File: config.mk
export PLATFORM = sky130hd
export DESIGN_NAME = fc_layer_seq
export DESIGN_NICKNAME = d
export VERILOG_FILES = /design/src/rtl/fc_seq_pkg.sv /design/src/rtl/fc_in_buf.sv /design/src/rtl/fc_layer_seq.sv
export SDC_FILE = /design/constraint.sdc
export NUM_CORES = 2
export LEC_CHECK = 0
export ABC_AREA = 1
export BUFFER_PORTS_ARGS = -buffer_cell sky130_fd_sc_hd__buf_2
export CAP_MARGIN = 10
export CORE_AREA = 2 2 509 511
export CTS_CLUSTER_DIAMETER = 60
export CTS_CLUSTER_SIZE = 28
export DETAILED_ROUTE_END_ITERATION = 16
export DIE_AREA = 0 0 511 513
export PLACE_DENSITY_LB_ADDON = 0.08
export SLEW_MARGIN = 15
export SYNTH_ARGS = -nofsm -noshare
export SYNTH_HDL_FRONTEND = slang
export SYNTH_HIERARCHICAL = 1
export SYNTH_SLANG_ARGS = --single-unit
File: constraint.sdc
create_clock -name clk -period 5.85 [get_ports clk]
set_input_delay 1.17 -clock clk [delete_from_list [all_inputs] [get_ports clk]]
set_output_delay 1.17 -clock clk [all_outputs]
set_load 0.02 [all_outputs]
File: src/rtl/fc_seq_pkg.sv
// Shared types and helpers for the fully-connected layer sequencer.
// The result width is derived from the activation width and the neuron fan-in.
package fc_seq_pkg;

  typedef enum logic [1:0] {
    LOAD  = 2'd0,
    WAIT  = 2'd1,
    CAPT  = 2'd2,
    DRAIN = 2'd3
  } state_t;

  // Neuron result width: full product width plus adder-tree growth.
  function automatic int ow(input int width, input int n);
    return width * 2 + $clog2(n);
  endfunction

endpackage

File: src/rtl/fc_in_buf.sv
// Activation register file that feeds the neuron x[] ports in parallel.
// It supports one indexed write per cycle and a single-cycle clear of every entry.
module fc_in_buf
  import fc_seq_pkg::*;
#(
  parameter int WIDTH = 8,
  parameter int IN    = 128
) (
  input  logic                              clk,
  input  logic                              rst_n,
  input  logic                              clr,
  input  logic                              wr_en,
  input  logic [((IN > 1) ? $clog2(IN) : 1)-1:0] wr_idx,
  input  logic [WIDTH-1:0]                  wr_data,
  output logic [IN-1:0][WIDTH-1:0]          x_vec
);

  localparam int IW = (IN > 1) ? $clog2(IN) : 1;

  genvar gi;
  generate
    for (gi = 0; gi < IN; gi++) begin : g_ent
      always_ff @(posedge clk or negedge rst_n) begin
        if (!rst_n) begin
          x_vec[gi] <= '0;
        end else if (clr) begin
          x_vec[gi] <= '0;
        end else if (wr_en && (wr_idx == IW'(gi))) begin
          x_vec[gi] <= wr_data;
        end
      end
    end
  endgenerate

endmodule

File: src/rtl/fc_layer_seq.sv
// Sequencer for one fully-connected layer: loads the input vector, waits for the
// combinational neuron trees to settle, captures every result, then streams them out.
module fc_layer_seq
  import fc_seq_pkg::*;
#(
  parameter int WIDTH  = 8,
  parameter int IN     = 128,
  parameter int OUT    = 10,
  parameter int SETTLE = 2,
  parameter int OWIDTH = ow(WIDTH, IN)
) (
  input  logic                                    clk,
  input  logic                                    rst_n,
  input  logic                                    flush,
  input  logic                                    in_valid,
  output logic                                    in_ready,
  input  logic [WIDTH-1:0]                        in_data,
  input  logic                                    in_last,
  output logic [IN-1:0][WIDTH-1:0]                x_vec,
  input  logic [OUT-1:0][OWIDTH-1:0]              z_vec,
  output logic                                    out_valid,
  input  logic                                    out_ready,
  output logic [OWIDTH-1:0]                       out_data,
  output logic [((OUT > 1) ? $clog2(OUT) : 1)-1:0] out_idx,
  output logic                                    out_last,
  output logic                                    len_err
);

  localparam int IW  = (IN > 1) ? $clog2(IN) : 1;
  localparam int OIW = (OUT > 1) ? $clog2(OUT) : 1;
  localparam int CW  = $clog2(SETTLE + 1);

  state_t                     state_reg, state_next;
  logic [IW-1:0]              wr_idx_reg, wr_idx_next;
  logic [CW-1:0]              cnt_reg, cnt_next;
  logic [OIW-1:0]             idx_reg, idx_next;
  logic [OUT-1:0][OWIDTH-1:0] z_buf_reg;
  logic                       in_ready_reg;
  logic                       len_err_reg, len_err_next;
  logic                       wr_en, clr, capt;
  logic                       in_hs, out_hs;

  fc_in_buf #(
    .WIDTH (WIDTH),
    .IN    (IN)
  ) u_in_buf (
    .clk     (clk),
    .rst_n   (rst_n),
    .clr     (clr),
    .wr_en   (wr_en),
    .wr_idx  (wr_idx_reg),
    .wr_data (in_data),
    .x_vec   (x_vec)
  );

  assign in_hs  = in_valid && in_ready_reg;
  assign out_hs = out_valid && out_ready;

  always_comb begin
    state_next   = state_reg;
    wr_idx_next  = wr_idx_reg;
    cnt_next     = cnt_reg;
    idx_next     = idx_reg;
    len_err_next = 1'b0;
    wr_en        = 1'b0;
    clr          = 1'b0;
    capt         = 1'b0;
    case (state_reg)
      LOAD: begin
        cnt_next = '0;
        if (in_hs) begin
          wr_en       = 1'b1;
          wr_idx_next = wr_idx_reg + 1'b1;
          if (wr_idx_reg == IW'(IN - 1)) begin
            state_next = WAIT;
          end else if (in_last) begin
            state_next   = WAIT;
            len_err_next = 1'b1;
          end
        end
      end
      // Counter runs 0..SETTLE, giving the neuron trees margin beyond SETTLE cycles.
      WAIT: begin
        if (cnt_reg == CW'(SETTLE)) begin
          state_next = CAPT;
        end else begin
          cnt_next = cnt_reg + 1'b1;
        end
      end
      CAPT: begin
        capt       = 1'b1;
        idx_next   = '0;
        state_next = DRAIN;
      end
      DRAIN: begin
        if (out_hs) begin
          if (idx_reg == OIW'(OUT - 1)) begin
            state_next  = LOAD;
            clr         = 1'b1;
            wr_idx_next = '0;
            idx_next    = '0;
          end else begin
            idx_next = idx_reg + 1'b1;
          end
        end
      end
      default: state_next = LOAD;
    endcase
    if (flush) begin
      state_next   = LOAD;
      clr          = 1'b1;
      wr_en        = 1'b0;
      capt         = 1'b0;
      wr_idx_next  = '0;
      idx_next     = '0;
      cnt_next     = '0;
      len_err_next = 1'b0;
    end
  end

  always_ff @(posedge clk or negedge rst_n) begin
    if (!rst_n) begin
      state_reg    <= LOAD;
      wr_idx_reg   <= '0;
      cnt_reg      <= '0;
      idx_reg      <= '0;
      in_ready_reg <= 1'b0;
      len_err_reg  <= 1'b0;
    end else begin
      state_reg    <= state_next;
      wr_idx_reg   <= wr_idx_next;
      cnt_reg      <= cnt_next;
      idx_reg      <= idx_next;
      in_ready_reg <= (state_next == LOAD);
      len_err_reg  <= len_err_next;
    end
  end

  always_ff @(posedge clk or negedge rst_n) begin
    if (!rst_n) begin
      z_buf_reg <= '0;
    end else if (flush) begin
      z_buf_reg <= '0;
    end else if (capt) begin
      z_buf_reg <= z_vec;
    end
  end

  assign in_ready  = in_ready_reg;
  assign out_valid = (state_reg == DRAIN);
  assign out_idx   = idx_reg;
  assign out_data  = z_buf_reg[idx_reg];
  assign out_last  = out_valid && (idx_reg == OIW'(OUT - 1));
  assign len_err   = len_err_reg;

endmodule
**After elaboration in Yosys (flattened, before gate mapping)**

Cells that the tools add are included.

- Register bits after elaboration: 1,271
- Bits of input ports: 244
- Output and inout bits: 1,055
- Word-level logic and storage cells: 847

- Add/sub/neg operators: 3
- $lt $le $gt $ge: 1
- Equal/unequal tests: 136
- Muxes and demuxes: 294
- Reduce and logical (&&, ||, !) cells: 269

Operators by type and width:

| operator | number |
|---|---|
| $mux 8 | 256 |
| $mux 230 | 2 |
| $eq 7x7->1 const B | 64 |
| $reduce_bool 2->1 | 129 |
| $eq 7x6->1 const B | 32 |
| $logic_and 1x1->1 | 131 |
| $eq 7x5->1 const B | 16 |
| $bmux 23 s4 | 1 |
| $eq 7x4->1 const B | 8 |
| $eq 7x3->1 const B | 4 |
| $mux 7 | 4 |
| $mux 23 | 1 |
| $mux 2 | 9 |
| $eq 7x2->1 const B | 2 |
| $mux 1 | 14 |
| $pmux 7 s2 | 1 |
| $mux 4 | 3 |
| $reduce_bool 3->1 | 3 |
| $pmux 2 s4 | 1 |
| $pmux 4 s2 | 1 |
| $add 7x1->7 const B | 1 |
| $eq 7x1->1 const B | 1 |
| $logic_not 7->1 | 1 |
| $eq 2x2->1 const B | 3 |
| 11 further kinds | 15 |

**Logic depth before layout (Yosys ltp)**

- Depth after elaboration: 7
- Gate-level depth with buffers: 13
- Depth with buffers taken out: 9

**Hierarchy**

Netlist, hierarchy kept.

Modules (own cells, without submodules):

| module | times used | cells an instance | area each (um^2) | sequential area each (um^2) |
|---|---|---|---|---|
| fc_in_buf | 1 | 4,537 | 41,001.8 | 25,624.6 |
| fc_layer_seq | 1 | 1,516 | 12,299.3 | 6,180.9 |

**Worst setup path after synthesis**

No wires, ideal clock.

- Path kind: input to register
- Start: in flush
- End: reg u_in_buf/x_vec[768] (netlist name)
- Library setup time: 66 ps
- Arrival: 3,016 ps
- Data required time: 5,784 ps
- Slack: 2,768 ps
- Stages: 11
- Buffers on the path: 6
- Cell sequence: inv_2 -> buf_2 -> buf_1 -> o21ai_0 -> inv_2 -> buf_2 -> buf_2 -> clkbuf_1 -> clkbuf_1 -> nand3_1 -> nand2_1

- Elaborated cells between the ends (all ways): 5
- Classes of those cells: mux (3); reduce/logical (2)

RTL lines:

| what | line | text |
|---|---|---|
| start: declaration | fc_layer_seq.sv:14 | `input logic flush,` |
| $mux 1 * | fc_layer_seq.sv:109 | `if (flush) begin` |
| via clr | fc_layer_seq.sv:40 | `logic wr_en, clr, capt;` |
| $mux 8 / $reduce_bool 2->1 (equally long branches) | - |  |
| end signal: indexed assignment | fc_in_buf.sv:29 | `x_vec[gi] <= wr_data;` |
| end: declaration | fc_in_buf.sv:15 | `output logic [IN-1:0][WIDTH-1:0] x_vec` |

Mark *: on every way through the listed nets, which the timed path passes. The rest lies on a longest branch.
A chain may end at the register's enable or synchronous reset.

**Worst setup path in the final report**

- Start: reg idx_reg[1], in the netlist out_idx[1]
- End: out out_data[4]

- Cells in the longest elaborated chain, start to end: 2

Ends and longest elaborated chain:

| what | line | text |
|---|---|---|
| start: declaration | fc_layer_seq.sv:36 | `logic [OIW-1:0] idx_reg, idx_next;` |
| start signal: assignment | fc_layer_seq.sv:133 | `idx_reg <= idx_next;` |
| $bmux 23 s4 | fc_layer_seq.sv:152 | `assign out_data = z_buf_reg[idx_reg];` |
| $mux 23 (not written as such) | fc_layer_seq.sv:152 |  |
| end: declaration | fc_layer_seq.sv:23 | `output logic [OWIDTH-1:0] out_data,` |

No other way between the ends. The select of a mux whose other input is x is not followed.

==> flow_summary.yaml <==
route:
  drtPass1Iterations: 5
  top_layer: "met5"
  ant_nets: 0
  drt-total-wl_um: 297000
  wl_met2_um: 136000
  dr_wl_met3_um: 21700
  drc: 0
  wl_per_cell_um: 27.6
  vias: 48540
  wl_met1_um: 126000
  vias_per_cell: 4.51
  drtIter0Drc: 3832
place:
  io_buffers: 1298
  post-place-ws_ns: 1.15
  place_congestion: 0.833
  dp_hpwl_um: 206000
sta:
  layout_min_cycle_time_ns: 4.45
  hold_violations: 0
  fin_setup_tns_ns: 0
  relSlewSlack: 0.0854
  holdWs_ns: 0.369
  tightest_slew_ns: 1.37
  fin_crit_sh: 0.761
  fin_skew_ns: 0.0586
  drv_slew: 0
  max_clock_freq_ghz: 0.225
  fin_ws_ns: 1.40
  rsz0062_at_grt: "no"
  setup_violations: 0
global_route:
  grt_start_max_net_pins: 235
  grt_pass1_vias: 47608
  grt_pass1_wl_um: 410000
  antenna_found_initial: 47
  gr-total-overflow: 0
  grtUsageTotal: 0.220
die:
  coreArea_um2: 256000
  die_x_um: 511
  rows: 186
  die_h_um: 513
  pin_count: 1299
  die-area_um2: 262000
  start_util: 0.208
clock_network:
  root_buffer: "clkbuf_16"
  post_cts_resized: 0
  tritoncts: "yes"
  cts_hold_buf: 0
  cts_buffers: 160
  post_cts_buffers: 0
  clock_latency_ns: 0.83
  htree_levels: 4
  clock_sinks: 1271
  cts_buffer_depth: 3
  clk_pin_slew_ns: 0.05
setup_path:
  cpPeakStageDelay_ns: 0.70
  critPathKind: "flip-flop to output port"
  crit_arrival_ns: 3.28
  crit_path_cell_trace: "buf_4, o211ai_1, nand3_1, nand3_1, nand2_1, buf_2"
  path_buf_inv: 2
  required_ns: 4.68
  cp-end-kind: "output port"
  path_common_cell: "nand3_1"
  cpMaxStageDelayCell: "dfrtp_4"
  crit_family: "simple AND/OR/NAND/NOR gates"
  crit_fanout: 30
  critPathLaunchType: "flip-flop"
logic_synthesis:
  synthTopCellsByArea: "dfrtp_1 (60%), nand2_1 (14%), nand3_1 (13%)"
  synth.top_cell.area_share: 0.597
  ys_ff_latch: 1271
  syn_inst: 6053
  synth_nets: 6301
  ys_types: 30
  ys_seq_area_frac: 0.597
  yosys_warnings: 6
  yosysTopAreaCell: "dfrtp_1"
  netlist_area_um2: 53300
  syn_area_per_cell_um2: 8.81
finish:
  largest_reg_flops: 1024
  drive_above_1_share: 0.256
  areaGrowthSynthToFinish_pct: 30.1
  nets: 7473
outcome:
  status: "completed"
job:
  cap_violations: 0
pwr:
  vdd_drop_max_v: 0.000290
  power_density_nw_per_um2: 308
  p_leak_nw: 38.3
min_path:
  min_path_type: "input pin to async pin"
[metal layers]
layer | GRT usage | up-vias
li1 | - | 22276
met1 | 0.282 | 24319
met2 | 0.348 | 1558
met3 | 0.0628 | 361
met4 | 0.0876 | 26
met5 | 0 | -
[logic make-up (layout without fill, tap and decap cells)]
| logic type | count (synthesis) | count (layout) | synth area share |
|---|---|---|---|
| simple gates | 3480 | 3480 | 0.289 |
| flops | 1271 | 1271 | 0.597 |
| buf+inv | 753 | 2062 | 0.0593 |
| compound gates | 544 | 544 | 0.0535 |
| fa+ha+maj | 4 | 4 | 0.000939 |
| xor+xnor | 1 | 1 | 0.000164 |
| other cells | 0 | 18 | 0 |
[layout by cell type (no fill, tap or decap), types with 17 or more instances in the layout]
master | netlist | layout
clkbuf_16 | 0 | 162
nor2_1 | 28 | 27
o21ai_0 | 409 | 409
bufinv_16 | 0 | 22
buf_12 | 0 | 33
inv_2 | 93 | 91
o211ai_1 | 46 | 46
nand3_2 | 63 | 63
a21oi_1 | 51 | 51
inv_6 | 0 | 26
o21ai_1 | 35 | 35
clkbuf_8 | 0 | 18
clkinvlp_4 | 0 | 17
dfrtp_1 | 1271 | 1269
nor2_4 | 17 | 22
buf_2 | 77 | 1297
diode_2 | 0 | 18
nand3_1 | 1407 | 1407
nand2_1 | 1934 | 1934
clkinv_2 | 0 | 19
inv_1 | 272 | 264
buf_4 | 13 | 67
[stage by stage]
step                      cells   util  instance area [um2]  total power [mW]
after CTS                 10746  0.270                69300              21.8
after detailed placement  10447  0.248                63500              10.6
final                     10764  0.271                69400              21.4
after floorplan            6053      -                53300              9.73
after global placement    10446  0.248                63500              10.6
after global routing      10751  0.271                69300              22.2
[final timing paths]
path	startpoint	end	slack, ns	cells after the start
setup / recovery	out_idx[1]	out_data[4]	1.40	6
hold / removal	rst_n	z_buf_reg[193]	0.37	1
setup reg to reg	out_idx[0]	u_in_buf/x_vec[645]	2.01	8
hold reg to reg	u_in_buf/x_vec[390]	u_in_buf/x_vec[390]	0.49	2
max in group asynchronous	rst_n	z_buf_reg[91]	3.95	2
min in group clk	u_in_buf/x_vec[390]	u_in_buf/x_vec[390]	0.49	2
[synth_stat cells, drive strengths merged]
master     n
clkbuf   221
clkinv     1
inv      365
o21a       1
xor2       1
dfrtp   1271
or2        1
ha         4
nand4      5
a21oi     51
nand3b     2
nand2   1948
nor2      50
buf      166
nor3       4
o211ai    46
nand3   1470
o22ai      1
o21ai    445
[report_power, final]
part	internal [mW]	total, mW	switching (mW)
clock	6.41	11.0	4.57
sequential	8.93	9.00	0.0705
combinational	0.265	1.37	1.11
[area by class of cell]
class,instances,area (um2)
flip-flops and latches,1271,31800
inverters,366,1430
clock buffers,196,4360
diodes,18,45.0
clock inverters,103,1440
fillers,27895,187000
well taps,3384,4230
multi-input cells,4029,18400
repair buffers,1397,7650
[worst register-to-register path: cells and delay by family, from the launching register on]
kind	cells	cell delay, ns
buffers and inverters	3	0.96
and+or+nand+nor	3	1.03
AOI/OAI and AO/OA	1	0.55
adders and majority gates	1	0.28
DFF	1	0.91
Note: power is estimated with default switching activity, not from simulation.
